## src/rtl/alu_seq_pipe_if.sv

```systemverilog
// Operand/result handshake bundle for alu_seq_pipe.
// master = operand sequencer / writeback side, slave = the ALU.
interface alu_seq_pipe_if #(
  parameter int unsigned WIDTH = 8
);
  logic                 enable;
  logic                 in_valid;
  logic                 in_ready;
  logic [WIDTH-1:0]     a;
  logic [WIDTH-1:0]     b;
  logic [4:0]           command;
  logic                 out_valid;
  logic                 out_ready;
  logic [2*WIDTH-1:0]   y;
  logic                 zero;
  logic                 err;

  modport master (
    output enable, in_valid, a, b, command, out_ready,
    input  in_ready, out_valid, y, zero, err
  );

  modport slave (
    input  enable, in_valid, a, b, command, out_ready,
    output in_ready, out_valid, y, zero, err
  );
endinterface

```

## src/rtl/alu_seq_pipe.sv

```systemverilog
// Registered command ALU: single-cycle logic/arith ops, iterative MUL/DIV/MOD
// (shift-add / restoring divide, one step per clock) behind a valid/ready pair.
module alu_seq_pipe #(
  parameter int unsigned WIDTH = 8
) (
  input  logic          clk,
  input  logic          rst_n,
  alu_seq_pipe_if.slave bus
);
  localparam int unsigned SW = $clog2(WIDTH);
  localparam int unsigned CW = SW + 1;

  typedef enum logic [4:0] {
    OP_ADD = 5'h00, OP_SUB, OP_MUL, OP_DIV, OP_MOD, OP_AND, OP_OR, OP_XOR,
    OP_NAND, OP_NOR, OP_XNOR, OP_NOT, OP_SHL, OP_SHR, OP_ROL, OP_ROR,
    OP_INC, OP_DEC, OP_EQ, OP_GT, OP_LT, OP_PASSA, OP_PASSB, OP_CLR
  } op_t;

  typedef enum logic { S_IDLE, S_BUSY } state_t;
  typedef enum logic [1:0] { K_MUL, K_DIV, K_MOD } kind_t;

  state_t             r_state, w_next_state;
  kind_t              r_kind;
  logic [CW-1:0]      r_cnt;
  logic [WIDTH-1:0]   r_hi, r_lo, r_m;
  logic [2*WIDTH-1:0] r_y;
  logic               r_zero, r_err, r_out_valid;

  logic               w_in_ready, w_accept, w_multi, w_load, w_load_err, w_fast_err, w_ge;
  logic [2*WIDTH-1:0] w_load_y, w_fast_y;
  logic [SW-1:0]      w_sh;
  logic [CW-1:0]      w_rsh;
  logic [WIDTH:0]     w_sum, w_shift;
  logic [WIDTH-1:0]   w_diff, w_nhi, w_nlo;

  assign w_in_ready = rst_n & bus.enable & (r_state == S_IDLE) & (~r_out_valid | bus.out_ready);
  assign w_accept   = bus.in_valid & w_in_ready;
  assign w_multi    = (bus.command == OP_MUL) || (bus.command == OP_DIV) || (bus.command == OP_MOD);
  assign w_sh       = bus.b[SW-1:0];
  assign w_rsh      = CW'(WIDTH) - {1'b0, w_sh};

  // {r_hi,r_lo} is the product/shift pair for MUL and the remainder/quotient pair for DIV/MOD.
  // With b==0 every trial subtract succeeds, leaving quotient all ones and remainder a.
  always_comb begin
    w_sum   = {1'b0, r_hi} + (r_lo[0] ? {1'b0, r_m} : '0);
    w_shift = {r_hi, r_lo[WIDTH-1]};
    w_ge    = (w_shift >= {1'b0, r_m});
    w_diff  = w_shift[WIDTH-1:0] - r_m;
    if (r_kind == K_MUL) begin
      w_nhi = w_sum[WIDTH:1];
      w_nlo = {w_sum[0], r_lo[WIDTH-1:1]};
    end else begin
      w_nhi = w_ge ? w_diff : w_shift[WIDTH-1:0];
      w_nlo = {r_lo[WIDTH-2:0], w_ge};
    end
  end

  always_comb begin
    w_fast_y   = '0;
    w_fast_err = 1'b0;
    case (bus.command)
      OP_ADD:   w_fast_y = {{(WIDTH-1){1'b0}}, {1'b0, bus.a} + {1'b0, bus.b}};
      OP_SUB:   w_fast_y = {{WIDTH{1'b0}}, bus.a} - {{WIDTH{1'b0}}, bus.b};
      OP_MUL, OP_DIV, OP_MOD: w_fast_y = '0;
      OP_AND:   w_fast_y = {{WIDTH{1'b0}}, bus.a & bus.b};
      OP_OR:    w_fast_y = {{WIDTH{1'b0}}, bus.a | bus.b};
      OP_XOR:   w_fast_y = {{WIDTH{1'b0}}, bus.a ^ bus.b};
      OP_NAND:  w_fast_y = {{WIDTH{1'b0}}, ~(bus.a & bus.b)};
      OP_NOR:   w_fast_y = {{WIDTH{1'b0}}, ~(bus.a | bus.b)};
      OP_XNOR:  w_fast_y = {{WIDTH{1'b0}}, ~(bus.a ^ bus.b)};
      OP_NOT:   w_fast_y = {{WIDTH{1'b0}}, ~bus.a};
      OP_SHL:   w_fast_y = {{WIDTH{1'b0}}, bus.a << w_sh};
      OP_SHR:   w_fast_y = {{WIDTH{1'b0}}, bus.a >> w_sh};
      OP_ROL:   w_fast_y = {{WIDTH{1'b0}}, (bus.a << w_sh) | (bus.a >> w_rsh)};
      OP_ROR:   w_fast_y = {{WIDTH{1'b0}}, (bus.a >> w_sh) | (bus.a << w_rsh)};
      OP_INC:   w_fast_y = {{WIDTH{1'b0}}, bus.a + WIDTH'(1)};
      OP_DEC:   w_fast_y = {{WIDTH{1'b0}}, bus.a - WIDTH'(1)};
      OP_EQ:    w_fast_y = {{(2*WIDTH-1){1'b0}}, bus.a == bus.b};
      OP_GT:    w_fast_y = {{(2*WIDTH-1){1'b0}}, bus.a > bus.b};
      OP_LT:    w_fast_y = {{(2*WIDTH-1){1'b0}}, bus.a < bus.b};
      OP_PASSA: w_fast_y = {{WIDTH{1'b0}}, bus.a};
      OP_PASSB: w_fast_y = {{WIDTH{1'b0}}, bus.b};
      OP_CLR:   w_fast_y = '0;
      default:  w_fast_err = 1'b1;
    endcase
  end

  always_comb begin
    w_next_state = r_state;
    w_load       = 1'b0;
    w_load_y     = w_fast_y;
    w_load_err   = w_fast_err;
    case (r_state)
      S_IDLE: begin
        if (w_accept) begin
          if (w_multi) w_next_state = S_BUSY;
          else         w_load       = 1'b1;
        end
      end
      S_BUSY: begin
        if (r_cnt == CW'(1)) begin
          w_next_state = S_IDLE;
          w_load       = 1'b1;
          w_load_y     = (r_kind == K_MOD) ? {{WIDTH{1'b0}}, w_nhi} : {w_nhi, w_nlo};
          w_load_err   = (r_kind != K_MUL) && (r_m == '0);
        end
      end
      default: w_next_state = S_IDLE;
    endcase
  end

  always_ff @(posedge clk or negedge rst_n) begin
    if (!rst_n) r_state <= S_IDLE;
    else        r_state <= w_next_state;
  end

  always_ff @(posedge clk or negedge rst_n) begin
    if (!rst_n) begin
      r_kind <= K_MUL;
      r_cnt  <= '0;
      r_hi   <= '0;
      r_lo   <= '0;
      r_m    <= '0;
    end else if (r_state == S_IDLE) begin
      if (w_accept && w_multi) begin
        r_kind <= (bus.command == OP_MUL) ? K_MUL : (bus.command == OP_DIV) ? K_DIV : K_MOD;
        r_cnt  <= CW'(WIDTH);
        r_hi   <= '0;
        r_lo   <= (bus.command == OP_MUL) ? bus.b : bus.a;
        r_m    <= (bus.command == OP_MUL) ? bus.a : bus.b;
      end
    end else begin
      r_cnt <= r_cnt - CW'(1);
      r_hi  <= w_nhi;
      r_lo  <= w_nlo;
    end
  end

  always_ff @(posedge clk or negedge rst_n) begin
    if (!rst_n) begin
      r_y         <= '0;
      r_zero      <= 1'b0;
      r_err       <= 1'b0;
      r_out_valid <= 1'b0;
    end else if (w_load) begin
      r_y         <= w_load_y;
      r_zero      <= (w_load_y == '0);
      r_err       <= w_load_err;
      r_out_valid <= 1'b1;
    end else if (r_out_valid && bus.out_ready) begin
      r_out_valid <= 1'b0;
    end
  end

  assign bus.in_ready  = w_in_ready;
  assign bus.out_valid = r_out_valid;
  assign bus.y         = r_y;
  assign bus.zero      = r_zero;
  assign bus.err       = r_err;
endmodule

```

## src/flat_wrapper.sv

```systemverilog
// flat-port wrapper written by rule: the top's interface ports become plain ports
module alu_seq_pipe_flat 
#(
  parameter int unsigned WIDTH = 8
)
  (clk, rst_n, bus_enable, bus_in_valid, bus_a, bus_b, bus_command, bus_out_ready, bus_in_ready, bus_out_valid, bus_y, bus_zero, bus_err);
  alu_seq_pipe_if #(.WIDTH(WIDTH)) bus_i ();
  input  logic clk;
  input  logic rst_n;
  input wire logic [$bits(bus_i.enable)-1:0] bus_enable;
  input wire logic [$bits(bus_i.in_valid)-1:0] bus_in_valid;
  input wire logic [$bits(bus_i.a)-1:0] bus_a;
  input wire logic [$bits(bus_i.b)-1:0] bus_b;
  input wire logic [$bits(bus_i.command)-1:0] bus_command;
  input wire logic [$bits(bus_i.out_ready)-1:0] bus_out_ready;
  output wire logic [$bits(bus_i.in_ready)-1:0] bus_in_ready;
  output wire logic [$bits(bus_i.out_valid)-1:0] bus_out_valid;
  output wire logic [$bits(bus_i.y)-1:0] bus_y;
  output wire logic [$bits(bus_i.zero)-1:0] bus_zero;
  output wire logic [$bits(bus_i.err)-1:0] bus_err;
  assign bus_i.enable = bus_enable;
  assign bus_i.in_valid = bus_in_valid;
  assign bus_i.a = bus_a;
  assign bus_i.b = bus_b;
  assign bus_i.command = bus_command;
  assign bus_i.out_ready = bus_out_ready;
  assign bus_in_ready = bus_i.in_ready;
  assign bus_out_valid = bus_i.out_valid;
  assign bus_y = bus_i.y;
  assign bus_zero = bus_i.zero;
  assign bus_err = bus_i.err;
  alu_seq_pipe #(.WIDTH(WIDTH)) u_core (.clk(clk), .rst_n(rst_n), .bus(bus_i));
endmodule
```

## config.mk

```make
export PLATFORM = sky130hd
export DESIGN_NAME = alu_seq_pipe_flat
export DESIGN_NICKNAME = d
export VERILOG_FILES = /design/src/rtl/alu_seq_pipe_if.sv /design/src/rtl/alu_seq_pipe.sv /design/src/flat_wrapper.sv
export SDC_FILE = /design/constraint.sdc
export NUM_CORES = 1
export LEC_CHECK = 0
export CAP_MARGIN = 0
export CORE_MARGIN = 1
export CORE_UTILIZATION = 43
export CTS_BUF_LIST = sky130_fd_sc_hd__clkbuf_4 sky130_fd_sc_hd__clkbuf_8
export DETAILED_ROUTE_END_ITERATION = 8
export GPL_ROUTABILITY_DRIVEN = 0
export SLEW_MARGIN = 20
export SYNTH_ARGS = -nofsm -noshare
export SYNTH_HDL_FRONTEND = slang
export SYNTH_SLANG_ARGS = --single-unit
```

## constraint.sdc

```tcl
create_clock -name clk -period 4.4 [get_ports clk]
set_input_delay 0.44 -clock clk [delete_from_list [all_inputs] [get_ports clk]]
set_output_delay 0.44 -clock clk [all_outputs]
set_load 0.01 [all_outputs]
```

==> flow_summary.toml, run 1 <==
[cells_and_area]
layout_common_cells = "nand2_1, nor2_1, a21oi_1"
layout-drive-gt1-share_pct = 12.1
area_delta_synth_final_pct = 11.5
fill_cells = 1587
layout.nets = 1000
n_antenna_cell = 0
layout_commonest_cell = "nand2_1"
fin_cells = 1142

[floorplanning]
start_util_pct = 43.9
core_sq_mm = 0.0158
num_rows = 46
dieHeight_um = 129
num_io_pins = 46
die-area_sq_mm = 0.0167
die_w_um = 129

[yosys]
syn-cell-area_sq_mm = 0.00695
synth_nets = 975
synthFlopType = "dfrtp_1"
syn_avg_cell_area_sq_um = 7.72
ys_seq_area_share_pct = 18.0
yosysUniqueCellTypes = 95
yosys_warnings = 0
synth_area_leaders = "dfrtp_1, ha_1, mux2i_1"
synth_edf_count = 0
synth.largest_area_cell = "dfrtp_1"
synth-async-reset-ratio_pct = 100
netlist_instances = 900
synth_top_area_share_pct = 18.0
synth.ff_latch_count = 50

[global_route]
track_usage_pct = 31.0
busiest_layer = "met1"
grt_max_degree = 51
grt_pass1_wl_um = 39600
grt_use_met3_pct = 5.78
overflow = 0
grt_pass1_vias = 6707
use_met1_pct = 45.7
use_met2_pct = 44.9
antenna_found_initial = 0

[drt]
postRouteAntennaNets = 0
num_vias = 7333
drc = 0
totalWireLength_um = 25400
drtIter0Drc = 769
routedWlPerCell_um = 22.3
firstDrtPassIters = 5
viasPerCell = 6.42

[clocking]
cts_buffer_depth = 2
ctsHoldBuffers = 0
cts_setup_buffers = 0
cts_root_buf = "clkbuf_8"
cts.sinks = 50
clkSlewWorstSetupHoldPaths_ns = 0.09
htreeDepth = 2
cts_tree = "yes"
ctsResizeCount = 0
cts_buffers = 5
clk_latency_ns = 0.31

[timing]
finalSetupTns_ns = 0
finalHoldViolCount = 0
max_slew_margin_pct = 23.5
finalCritPeriodShare_pct = 86.2
rsz0062_at_grt = "no"
fmax_mhz = 264
tightest_slew_ns = 1.15
timing.final.max_slew_violations = 0
skew_ns = 0.00554
setup_violations = 0
post-route-min-period_ns = 3.79

[critical_path]
critPathRequiredTime_ns = 4.61
critical_path_class = "reg2reg"
arrival_ns = 4.01
cp-end-kind = "flip-flop"
cp-start-kind = "flip-flop"
crit_fanout = 10

[place]
place_inst = 1134
numPortBuffers = 45
dp_hpwl_um = 19300

[hold_path]
hold_path_class = "in2async"

[power]
peakVddDrop_uv = 333
power_density_mw_per_mm2 = 411
total_leakage_power_nw = 3.27

[job]
maxCapViolCount = 0

[status]
outcome = "complete, no violations"
worst max-delay path, stage by stage, from the launching register on:
cell,delay (ns)
dfrtp_1,0.46
inv_1,0.07
ha_1,0.36
a21oi_1,0.25
o22ai_1,0.18
nor3_4,0.52
mux2i_1,0.46
o21bai_1,0.13
o41ai_2,0.37
nand3_1,0.12
or4_1,0.55
o41ai_2,0.22
kinds of logic (layout without fill, tap and decap cells):
| group | after synthesis | count (layout) | share of synthesized area [%] |
|---|---|---|---|
| mux | 67 | 67 | 11.3 |
| xor+xnor | 24 | 24 | 3.24 |
| flops | 50 | 50 | 18.0 |
| buf+inv | 113 | 139 | 7.44 |
| fa+ha+maj | 49 | 49 | 9.26 |
| simple gates | 332 | 332 | 24.3 |
| compound gates | 265 | 265 | 26.5 |
stage by stage:
stage	hold WS [ns]	power [W]	cell area, sq um	utilization, %	setup slack, ns
2_1_floorplan	0.144	0.00213	6950	-	0.904
3_3_place_gp	0.451	0.00281	7630	48.2	0.434
3_5_place_dp	0.477	0.00282	7630	48.2	0.320
4_1_cts	0.363	0.00317	7750	48.9	0.616
5_1_grt	0.399	0.00342	7750	48.9	0.359
6_report	0.337	0.00319	7750	48.9	0.608
per-layer routing:
metal	up-vias	share of wire, %
met5	-	0
met3	69	11
li1	3393	-
met1	3427	44
met4	0	3.5
met2	444	42
final timing paths:
| path | start | end | slack, ns | cells after the start |
|---|---|---|---|---|
| max reg2reg | u_core.r_m[4]$_DFFE_PN0P_ | u_core.bus.zero$_DFFE_PN0P_ | 0.61 | 11 |
| max in group asynchronous | rst_n | u_core.bus.zero$_DFFE_PN0P_ | 3.61 | 2 |
| min in group clk | u_core.r_cnt[3]$_DFFE_PN0P_ | u_core.r_cnt[3]$_DFFE_PN0P_ | 0.49 | 1 |
| min | rst_n | u_core.r_cnt[3]$_DFFE_PN0P_ | 0.34 | 2 |
| min reg2reg | u_core.r_cnt[3]$_DFFE_PN0P_ | u_core.r_cnt[3]$_DFFE_PN0P_ | 0.49 | 1 |
| max | u_core.r_m[4]$_DFFE_PN0P_ | u_core.bus.zero$_DFFE_PN0P_ | 0.61 | 11 |
cell usage after synthesis (9+ instances only):
master and count:
clkbuf_1 33, nor4_1 10, nand2b_1 15, a211oi_1 12
o21ai_0 52, dfrtp_1 50, mux2i_1 38, a31oi_1 14
xnor2_1 14, nor2b_1 9, buf_2 25, inv_1 39
a21oi_1 64, nand3_1 38, ha_1 45, nand4_1 16
o22ai_1 9, and2_1 10, nor2_1 70, mux2_2 20
nand2_1 94, nor3_1 21
power by group:
| group | internal (W) | leakage, nW | switching (W) |
|---|---|---|---|
| combinational | 0.000843 | 2.58 | 0.00117 |
| sequential | 0.000643 | 0.634 | 0.000187 |
| clock | 0.000171 | 0.0585 | 0.000167 |
| total | 0.00166 | 3.27 | 0.00153 |
area by class of cell:
| cell class | instances | area, sq um | area share, % |
|---|---|---|---|
| Clock buffer | 5 | 68.8 | 0.888 |
| Clock inverter | 3 | 43.8 | 0.565 |
| Inverter | 41 | 154 | 1.99 |
| Multi-Input combinational cell | 737 | 5180 | 66.9 |
| Sequential cell | 50 | 1250 | 16.2 |
| Tap cell | 216 | 270 | 3.49 |
| Timing Repair Buffer | 90 | 778 | 10.0 |
sequential cells by signal (all words and copies together) (netlist names):
signal,cells
u_core.r_cnt,4
u_core.bus.err,1
u_core.bus.out_valid,1
u_core.r_m,8
u_core.r_state,1
u_core.r_kind,2
u_core.bus.zero,1
u_core.bus.y,16
u_core.r_lo,8
u_core.r_hi,8
(Power assumes the default switching activity.)
==> inputs of run 2 (changes only) <==
--- a/config.mk
+++ b/config.mk
@@ -7,10 +7,11 @@
 export LEC_CHECK = 0
 export CAP_MARGIN = 0
 export CORE_MARGIN = 1
-export CORE_UTILIZATION = 43
+export CORE_UTILIZATION = 30
 export CTS_BUF_LIST = sky130_fd_sc_hd__clkbuf_4 sky130_fd_sc_hd__clkbuf_8
 export DETAILED_ROUTE_END_ITERATION = 8
 export GPL_ROUTABILITY_DRIVEN = 0
+export HOLD_SLACK_MARGIN = 0.1
 export SLEW_MARGIN = 20
 export SYNTH_ARGS = -nofsm -noshare
 export SYNTH_HDL_FRONTEND = slang
==> run 2 against run 1 <==
  * Routed wire length is 1.6% lower
  * Critical endpoint unchanged
  * Highest routed layer unchanged
  * Global-route usage is 9.9 points lower
  * Via count is 0.15% lower
==> flow_summary.toml, run 2 (synthesized netlist as in run 1, its figures left out) <==
[cells_and_area]
n_antenna_cell = 0
largest_reg_flops = 16
area_delta_synth_final_pct = 12.4
fill_cells = 2441
layout.nets = 997
ff_latch_area_sq_mm = 0.00125
layout_common_cells = "nand2_1, nor2_1, a21oi_1"
final_util_pct = 34.4
layout_commonest_cell = "nand2_1"
multiInputGateArea_sq_mm = 0.00518
layout-drive-gt1-share_pct = 11.8

[global_route]
grt_max_degree = 51
overflow = 0
grt_pass1_vias = 6805
track_usage_pct = 21.1
grt_pass1_wl_um = 39400
antenna_found_initial = 0

[timing]
finalSetupTns_ns = 0
max_slew_margin_pct = 45.4
post-route-min-period_ns = 3.83
finalCritPeriodShare_pct = 87.0
finalHoldViolCount = 0
fmax_mhz = 261
tightest_slew_ns = 0.819
setup_violations = 0
skew_ns = 0.00871
timing.final.max_slew_violations = 0
rsz0062_at_grt = "no"

[power]
total_leakage_power_nw = 3.25
peakVddDrop_uv = 211
power_density_mw_per_mm2 = 399

[critical_path]
cp.buffers_inverters = 2
critPathRequiredTime_ns = 4.62
reg2reg_slack_ns = 0.69
cp-end-kind = "flip-flop"
crit_fanout = 5
arrival_ns = 4.05
max_stage_delay_ns = 0.63
cp_cell_sequence = "clkdlybuf4s50_1 > inv_1 > ha_1 > nand2b_1 > a21oi_1 > a211oi_1 > o41a_1 > o211ai_1 > o41ai_1 > nand4_1 > or4_1 > o41ai_2"
critical-path-top-delay-family = "compound AO/OA/AOI/OAI gates"
cpMaxStageDelayCell = "clkdlybuf4s50_1"
cp-start-kind = "input pin"
critical_path_class = "in2reg"

[clocking]
cts_tree = "yes"
ctsHoldBuffers = 0
cts_buffers = 5
htreeDepth = 2
ctsResizeCount = 0
clkSlewWorstSetupHoldPaths_ns = 0.10
clk_latency_ns = 0.32
cts.sinks = 50
cts_root_buf = "clkbuf_8"
cts_buffer_depth = 2
cts_setup_buffers = 0

[floorplanning]
die_w_um = 154
core_sq_mm = 0.0227
dieHeight_um = 154
num_rows = 55
die-area_sq_mm = 0.0238
num_io_pins = 46
start_util_pct = 30.6

[hold_path]
hold_path_class = "in2async"

[place]
dp_hpwl_um = 19200
numPortBuffers = 45

[drt]
drc = 0
routedWlPerCell_um = 20.7
totalWireLength_um = 25000
drtIter0Drc = 987
postRouteAntennaNets = 0
viasPerCell = 6.06
firstDrtPassIters = 5
num_vias = 7322

[job]
maxCapViolCount = 0

[status]
outcome = "complete, no violations"
-- run 2: cell count changes in the layout (fill, tap and decap cells not counted) --
cell | before | now
buf_12 | 0 | 1
buf_4 | 45 | 41
bufinv_16 | 1 | 0
clkbuf_8 | 5 | 6
clkinv_2 | 1 | 0
clkinvlp_4 | 0 | 1
-- run 2: stage by stage --
| stage | total power [W] | cells | setup WS [ns] | area, sq um | hold WS, ns |
|---|---|---|---|---|---|
| 2_1_floorplan | 0.00213 | 900 | 0.904 | 6950 | 0.144 |
| 3_3_place_gp | 0.00278 | 1200 | 0.423 | 7710 | 0.452 |
| 3_5_place_dp | 0.00280 | 1200 | 0.331 | 7710 | 0.460 |
| 4_1_cts | 0.00311 | 1208 | 0.636 | 7810 | 0.372 |
| 5_1_grt | 0.00335 | 1208 | 0.389 | 7810 | 0.391 |
| 6_report | 0.00312 | 1208 | 0.573 | 7810 | 0.324 |
-- run 2: power breakdown --
group	internal [W]	switching [W]
logic	0.000832	0.00113
registers	0.000642	0.000220
clock network	0.000130	0.000169
total	0.00160	0.00151
-- run 2: layout make-up --
class	instances	share of cell area, %
inverter	41	1.97
multi-input combinational	737	66.3
sequential	50	16.0
tap	285	4.57
timing repair buffer	87	9.84
clock inverter	2	0.208
clock buffer	6	1.06
-- run 2: final timing paths --
check / endpoint / start / depth (start not counted)
worst max-delay path: u_core.bus.zero$_DFFE_PN0P_ / bus_b[3] / 12
worst min-delay path: u_core.r_m[4]$_DFFE_PN0P_ / rst_n / 2
worst max register to register: u_core.bus.zero$_DFFE_PN0P_ / u_core.r_lo[0]$_DFFE_PN0P_ / 13
worst min register to register: u_core.r_cnt[3]$_DFFE_PN0P_ / u_core.r_cnt[3]$_DFFE_PN0P_ / 1
max in group asynchronous: u_core.bus.out_valid$_DFFE_PN0P_ / rst_n / 2
min in group clk: u_core.r_cnt[3]$_DFFE_PN0P_ / u_core.r_cnt[3]$_DFFE_PN0P_ / 1
-- run 2: metal layers --
metal  part of all wire, %  routed length, um  track usage (%)
met1                    43              10700             28.4
met2                    46              11400             33.7
met3                   7.2               1810             2.24
met4                   4.4               1110             10.1
met5                     0                  0                0
==> inputs of run 3 (changes only) <==
--- a/config.mk
+++ b/config.mk
@@ -16,3 +16,4 @@
 export SYNTH_ARGS = -nofsm -noshare
 export SYNTH_HDL_FRONTEND = slang
 export SYNTH_SLANG_ARGS = --single-unit
+export TNS_END_PERCENT = 20
==> results of run 3 <==
Same layout as run 2: the final DEF is identical, and so are final timing and power.
